==> src/rtl/mult3_pkg.sv <==
// Shared types and helpers for the round-robin shared 3x3 multiplier.
package mult3_pkg;

    localparam int OPW = 3;
    localparam int PW  = 6;

    typedef logic [OPW-1:0] operand_t;
    typedef logic [PW-1:0]  product_t;

    // Round-robin successor of ptr among n requesters.
    function automatic int unsigned next_rr(input int unsigned ptr, input int unsigned n);
        return (ptr + 1) % n;
    endfunction

endpackage

==> src/rtl/mult3_rr_arbiter_if.sv <==
// Request/response bundle between operand sources, the arbiter and the product consumer.
interface mult3_rr_arbiter_if #(
    parameter int NREQ = 4,
    parameter int IDW  = 3
);
    logic [NREQ-1:0]   req_valid;
    logic [3*NREQ-1:0] req_a;
    logic [3*NREQ-1:0] req_b;
    logic [NREQ-1:0]   req_ready;
    logic              rsp_valid;
    logic [5:0]        rsp_p;
    logic [IDW-1:0]    rsp_id;
    logic              rsp_ready;
    logic [7:0]        busy_cnt;

    // Arbiter side.
    modport slave (
        input  req_valid, req_a, req_b, rsp_ready,
        output req_ready, rsp_valid, rsp_p, rsp_id, busy_cnt
    );

    // Requester/consumer side.
    modport master (
        output req_valid, req_a, req_b, rsp_ready,
        input  req_ready, rsp_valid, rsp_p, rsp_id, busy_cnt
    );
endinterface

==> src/rtl/mult3x3_core.sv <==
// Purely combinational 3x3 unsigned multiplier; full 6-bit product.
module mult3x3_core
    import mult3_pkg::*;
(
    input  operand_t a,
    input  operand_t b,
    output product_t p
);
    assign p = product_t'(a) * product_t'(b);
endmodule

==> src/rtl/mult3_rr_arbiter.sv <==
// Round-robin sharing of one 3x3 multiplier among NREQ requesters, with a
// single registered result slot and a saturating backpressure counter.
module mult3_rr_arbiter
    import mult3_pkg::*;
#(
    parameter int NREQ = 4,
    parameter int IDW  = 3
) (
    input  logic              clk,
    input  logic              rst,
    mult3_rr_arbiter_if.slave bus
);

    logic [IDW-1:0]  rr_ptr_q,    rr_ptr_d;
    logic            rsp_valid_q, rsp_valid_d;
    product_t        rsp_p_q,     rsp_p_d;
    logic [IDW-1:0]  rsp_id_q,    rsp_id_d;
    logic [7:0]      busy_cnt_q,  busy_cnt_d;

    logic            slot_free;
    logic            grant_any;
    logic            grant;
    logic [IDW-1:0]  grant_idx;
    logic [NREQ-1:0] req_ready_vec;
    operand_t        op_a, op_b;
    product_t        core_p;

    assign slot_free = !rsp_valid_q || bus.rsp_ready;

    // First valid requester at or after rr_ptr, wrapping modulo NREQ.
    always_comb begin
        // NOTE: every output of a combinational block gets a default first, so no path leaves it unassigned and a latch is never inferred.
        grant_any = 1'b0;
        grant_idx = '0;
        for (int k = 0; k < NREQ; k++) begin
            if (!grant_any && bus.req_valid[(int'(rr_ptr_q) + k) % NREQ]) begin
                grant_any = 1'b1;
                grant_idx = IDW'((int'(rr_ptr_q) + k) % NREQ);
            end
        end
    end

    // Reset suppresses the grant so nothing is accepted while it is held.
    assign grant = grant_any && slot_free && !rst;

    always_comb begin
        req_ready_vec = '0;
        if (grant) req_ready_vec[grant_idx] = 1'b1;
    end

    assign op_a = bus.req_a[int'(grant_idx)*OPW +: OPW];
    assign op_b = bus.req_b[int'(grant_idx)*OPW +: OPW];

    mult3x3_core u_core (
        .a (op_a),
        .b (op_b),
        .p (core_p)
    );

    always_comb begin
        rr_ptr_d    = rr_ptr_q;
        rsp_valid_d = rsp_valid_q;
        rsp_p_d     = rsp_p_q;
        rsp_id_d    = rsp_id_q;
        busy_cnt_d  = busy_cnt_q;

        if (grant) begin
            rsp_valid_d = 1'b1;
            rsp_p_d     = core_p;
            rsp_id_d    = grant_idx;
            rr_ptr_d    = IDW'(next_rr(32'(grant_idx), NREQ));
        end else if (bus.rsp_ready) begin
            rsp_valid_d = 1'b0;
        end

        if (rsp_valid_q && !bus.rsp_ready && busy_cnt_q != 8'hFF)
            busy_cnt_d = busy_cnt_q + 8'd1;
    end

    always_ff @(posedge clk) begin
        // NOTE: sequential state uses non-blocking assignments so every flop samples pre-edge values regardless of statement order.
        if (rst) begin
            rr_ptr_q    <= '0;
            rsp_valid_q <= 1'b0;
            rsp_p_q     <= '0;
            rsp_id_q    <= '0;
            busy_cnt_q  <= '0;
        end else begin
            rr_ptr_q    <= rr_ptr_d;
            rsp_valid_q <= rsp_valid_d;
            rsp_p_q     <= rsp_p_d;
            rsp_id_q    <= rsp_id_d;
            busy_cnt_q  <= busy_cnt_d;
        end
    end

    assign bus.req_ready = req_ready_vec;
    assign bus.rsp_valid = rsp_valid_q;
    assign bus.rsp_p     = rsp_p_q;
    assign bus.rsp_id    = rsp_id_q;
    assign bus.busy_cnt  = busy_cnt_q;

endmodule

==> src/flat_wrapper.sv <==
// flat-port wrapper written by rule: the top's interface ports become plain ports
module mult3_rr_arbiter_flat import mult3_pkg::*;
#(
    parameter int NREQ = 4,
    parameter int IDW  = 3
)
  (clk, rst, bus_req_valid, bus_req_a, bus_req_b, bus_rsp_ready, bus_req_ready, bus_rsp_valid, bus_rsp_p, bus_rsp_id, bus_busy_cnt);
  mult3_rr_arbiter_if #(.NREQ(NREQ), .IDW(IDW)) bus_i ();
  input  logic clk;
  input  logic rst;
  input wire logic [$bits(bus_i.req_valid)-1:0] bus_req_valid;
  input wire logic [$bits(bus_i.req_a)-1:0] bus_req_a;
  input wire logic [$bits(bus_i.req_b)-1:0] bus_req_b;
  input wire logic [$bits(bus_i.rsp_ready)-1:0] bus_rsp_ready;
  output wire logic [$bits(bus_i.req_ready)-1:0] bus_req_ready;
  output wire logic [$bits(bus_i.rsp_valid)-1:0] bus_rsp_valid;
  output wire logic [$bits(bus_i.rsp_p)-1:0] bus_rsp_p;
  output wire logic [$bits(bus_i.rsp_id)-1:0] bus_rsp_id;
  output wire logic [$bits(bus_i.busy_cnt)-1:0] bus_busy_cnt;
  assign bus_i.req_valid = bus_req_valid;
  assign bus_i.req_a = bus_req_a;
  assign bus_i.req_b = bus_req_b;
  assign bus_i.rsp_ready = bus_rsp_ready;
  assign bus_req_ready = bus_i.req_ready;
  assign bus_rsp_valid = bus_i.rsp_valid;
  assign bus_rsp_p = bus_i.rsp_p;
  assign bus_rsp_id = bus_i.rsp_id;
  assign bus_busy_cnt = bus_i.busy_cnt;
  mult3_rr_arbiter #(.NREQ(NREQ), .IDW(IDW)) u_core (.clk(clk), .rst(rst), .bus(bus_i));
endmodule
==> config.mk <==
export PLATFORM = sky130hd
export DESIGN_NAME = mult3_rr_arbiter_flat
export DESIGN_NICKNAME = d
export VERILOG_FILES = /design/src/rtl/mult3_pkg.sv /design/src/rtl/mult3_rr_arbiter_if.sv /design/src/rtl/mult3x3_core.sv /design/src/rtl/mult3_rr_arbiter.sv /design/src/flat_wrapper.sv
export SDC_FILE = /design/constraint.sdc
export NUM_CORES = 1
export LEC_CHECK = 0
export CORE_ASPECT_RATIO = 0.6
export CORE_MARGIN = 2
export CORE_UTILIZATION = 45
export CTS_CLUSTER_DIAMETER = 50
export CTS_CLUSTER_SIZE = 40
export DETAILED_ROUTE_END_ITERATION = 6
export PLACE_DENSITY = 0.89
export SLEW_MARGIN = 30
export SYNTH_ARGS = -nofsm -noshare
export SYNTH_HDL_FRONTEND = slang
export SYNTH_HIERARCHICAL = 1
export SYNTH_SLANG_ARGS = --single-unit
==> constraint.sdc <==
create_clock -name clk -period 10.2 [get_ports clk]
set_input_delay 2.04 -clock clk [delete_from_list [all_inputs] [get_ports clk]]
set_output_delay 2.04 -clock clk [all_outputs]
set_load 0.02 [all_outputs]
==> flow_metrics.py <==
metrics = {
    "worst_setup_path": {
        "critPathLaunch": "rst",
        "crit_required_ps": 8160,
        "crit_path_end_kind": "output pin",
        "path_class": "primary input to output pin",
        "reg2reg_from": "u_core/rr_ptr_q[1]$_SDFFE_PP0P_",
        "crit_arrival_ps": 4580,
        "crit_fanout": 21,
        "start_kind": "primary input",
    },
    "timing": {
        "setup_viol": 0,
        "finalCritPeriodShare": 0.649,
        "worst_slew_pin_slew_ps": 725,
        "drv_slew": 0,
        "hold_violations": 0,
        "clock_skew_ps": 1.35,
        "slew_headroom": 0.515,
        "timing.hold.ws_ps": 481,
        "period_needed_ps": 6620,
        "max_clock_freq_ghz": 0.151,
        "setup_tns_ps": 0,
        "rsz0062_at_grt": "no",
    },
    "placement": {
        "portBuffers": 51,
        "gp_congestion": 0.879,
        "dp_hpwl_mm": 2.73,
    },
    "floorplanning": {
        "coreArea_um2": 2590,
        "initial_core_util": 0.489,
        "fp-row-count": 14,
        "die_x_um": 72.6,
        "die-area_um2": 3270,
        "die_h_um": 45.1,
        "io_pins": 53,
    },
    "synth": {
        "yosys_warnings": 6,
        "synth_edf_count": 0,
        "async_flop_share": 0,
        "synth_nets": 187,
        "synth_area_leaders": "dfxtp_1 30%, mux2i_1 17%, ha_1 5.9%, and2_1 4.4%, nor2_1 4.4%",
        "syn_inst": 148,
        "synthesis.area_um2": 1270,
        "synth_cell_types": 33,
        "seq_area_frac_synth": 0.300,
        "synth_ff_type": "dfxtp_1",
        "yosysTopAreaCellShare": 0.300,
        "synth_seq_cells": 19,
        "synth.avg_cell_area_um2": 8.57,
        "yosys.area.top_type": "dfxtp_1",
    },
    "global_routing": {
        "antenna_found_initial": 0,
        "grt_usage": 0.232,
        "grt_pass1_vias": 1185,
        "grt_pass1_wl_mm": 5.66,
        "grt_max_degree": 22,
        "grt.overflow.total": 0,
    },
    "cts": {
        "clock-sinks": 19,
        "htree_levels": 1,
        "cts_tree": "built",
        "clk_pin_slew_ps": 70,
        "clk_root_buffer_cell": "clkbuf_8",
        "hold_buffers": 0,
        "clock_path_buffers": 2,
        "cts_setup_buffers": 0,
        "cts-buffers-inserted": 3,
        "cts_resized": 0,
        "clock_latency_ps": 260,
    },
    "layout": {
        "seqCellArea_um2": 380,
        "layout_common_cells": "51 x clkdlybuf4s50_1, 21 x mux2i_1, 19 x dfxtp_1",
        "fin_util": 0.713,
        "drive_gt1_frac": 0.0508,
        "synthToLayoutAreaGrowth_pct": 45.7,
        "final_common_cell": "clkdlybuf4s50_1",
        "nets": 237,
        "n_antenna_cell": 0,
        "nFillCells": 198,
        "multi_input_area_um2": 835,
    },
    "route": {
        "via_per_inst": 5.41,
        "drt_wl_total_mm": 3.48,
        "drtIter0Drc": 77,
        "first_pass_iters": 4,
        "final_antenna_net_count": 0,
        "drc": 0,
        "wl_per_cell_um": 15.2,
        "dr_total_vias": 1239,
    },
    "pwr": {
        "p_per_area_nw_per_um2": 129,
        "peakVddDrop_mv": 0.0837,
        "power_mw": 0.239,
        "leakagePower_nw": 0.718,
    },
    "worst_hold_path": {
        "worstHoldStart": "u_core/bus.rsp_p[0]$_SDFFE_PP0P_",
        "hold_class": "flop to flop",
    },
    "flow_run": {
        "cap_violations": 0,
    },
    "run_status": {
        "status": "finished clean",
    },
}
==> metal layers <==
metal | global-route usage | part of all wire | vias up
li1 | - | - | 595
met1 | 0.302 | 0.47 | 593
met2 | 0.378 | 0.46 | 43
met3 | 0.0714 | 0.057 | 8
met4 | 0.0630 | 0.016 | 0
met5 | 0 | 0 | -
==> state kept, by name, indices dropped and copies added (netlist names) <==
register	flops
u_core/bus.busy_cnt	8
u_core/rr_ptr_q	2
u_core/bus.rsp_p	6
u_core/bus.rsp_id	2
u_core/bus.rsp_valid	1
==> cell usage after synthesis, drive strengths merged (2+ instances only) <==
master and number:
nor4 2, nand2 10, a21oi 5, mux2i 21, clkbuf 4, nand3 5, buf 3, fa 2
xnor2 6, nor3 4, ha 6, nor2b 2, o21ai 10, dfxtp 19, nand2b 7, inv 7
and2 9, nor2 15
==> cells by family (layout without fill, tap and decap cells) <==
logic type	after synthesis	in the layout	share of synthesized area
AOI/OAI and AO/OA	18	18	0.0966
and+or+nand+nor	60	60	0.245
xor gates and xnor gates	7	7	0.0483
other	1	1	0.00296
adders and majority gates	8	8	0.0907
muxes	21	21	0.166
DFF	19	19	0.300
buffers and inverters	14	63	0.0513
==> area by class of cell <==
cell class | instances | share of cell area
flip-flops and latches | 19 | 0.206
inverters | 7 | 0.0142
clock buffers | 4 | 0.0244
multi-input cells | 115 | 0.452
repair buffers | 52 | 0.282
well taps | 32 | 0.0217
==> final timing paths <==
path              slack (ps)                          endpoint  cells past startpoint
setup / recovery        3580                  bus_req_ready[0]                      4
hold / removal           480  u_core/bus.rsp_p[0]$_SDFFE_PP0P_                      2
setup reg to reg        6510  u_core/bus.rsp_p[4]$_SDFFE_PP0P_                     14
hold reg to reg          480  u_core/bus.rsp_p[0]$_SDFFE_PP0P_                      2
==> where the power goes <==
group / total (mW) / internal [mW] / switching (mW) / leakage, nW
Sequential: 0.0877 / 0.0820 / 0.00576 / 0.156
Clock: 0.0534 / 0.0278 / 0.0256 / 0.0228
Combinational: 0.0982 / 0.0491 / 0.0491 / 0.540
==> stage by stage <==
stage          std cells  area, µm²  setup WS, ps
2_1_floorplan        148       1270          4880
3_3_place_gp         224       1790          3500
3_5_place_dp         224       1790          3320
4_1_cts              228       1830          3310
5_1_grt              229       1850          3400
6_report             229       1850          3580
==> worst max-delay path: stages <==
cell             delay [ps]
clkdlybuf4s50_1         790
nor3_4                  760
nor3b_1                 330
clkdlybuf4s50_1         650
(Power assumes the default switching activity.)
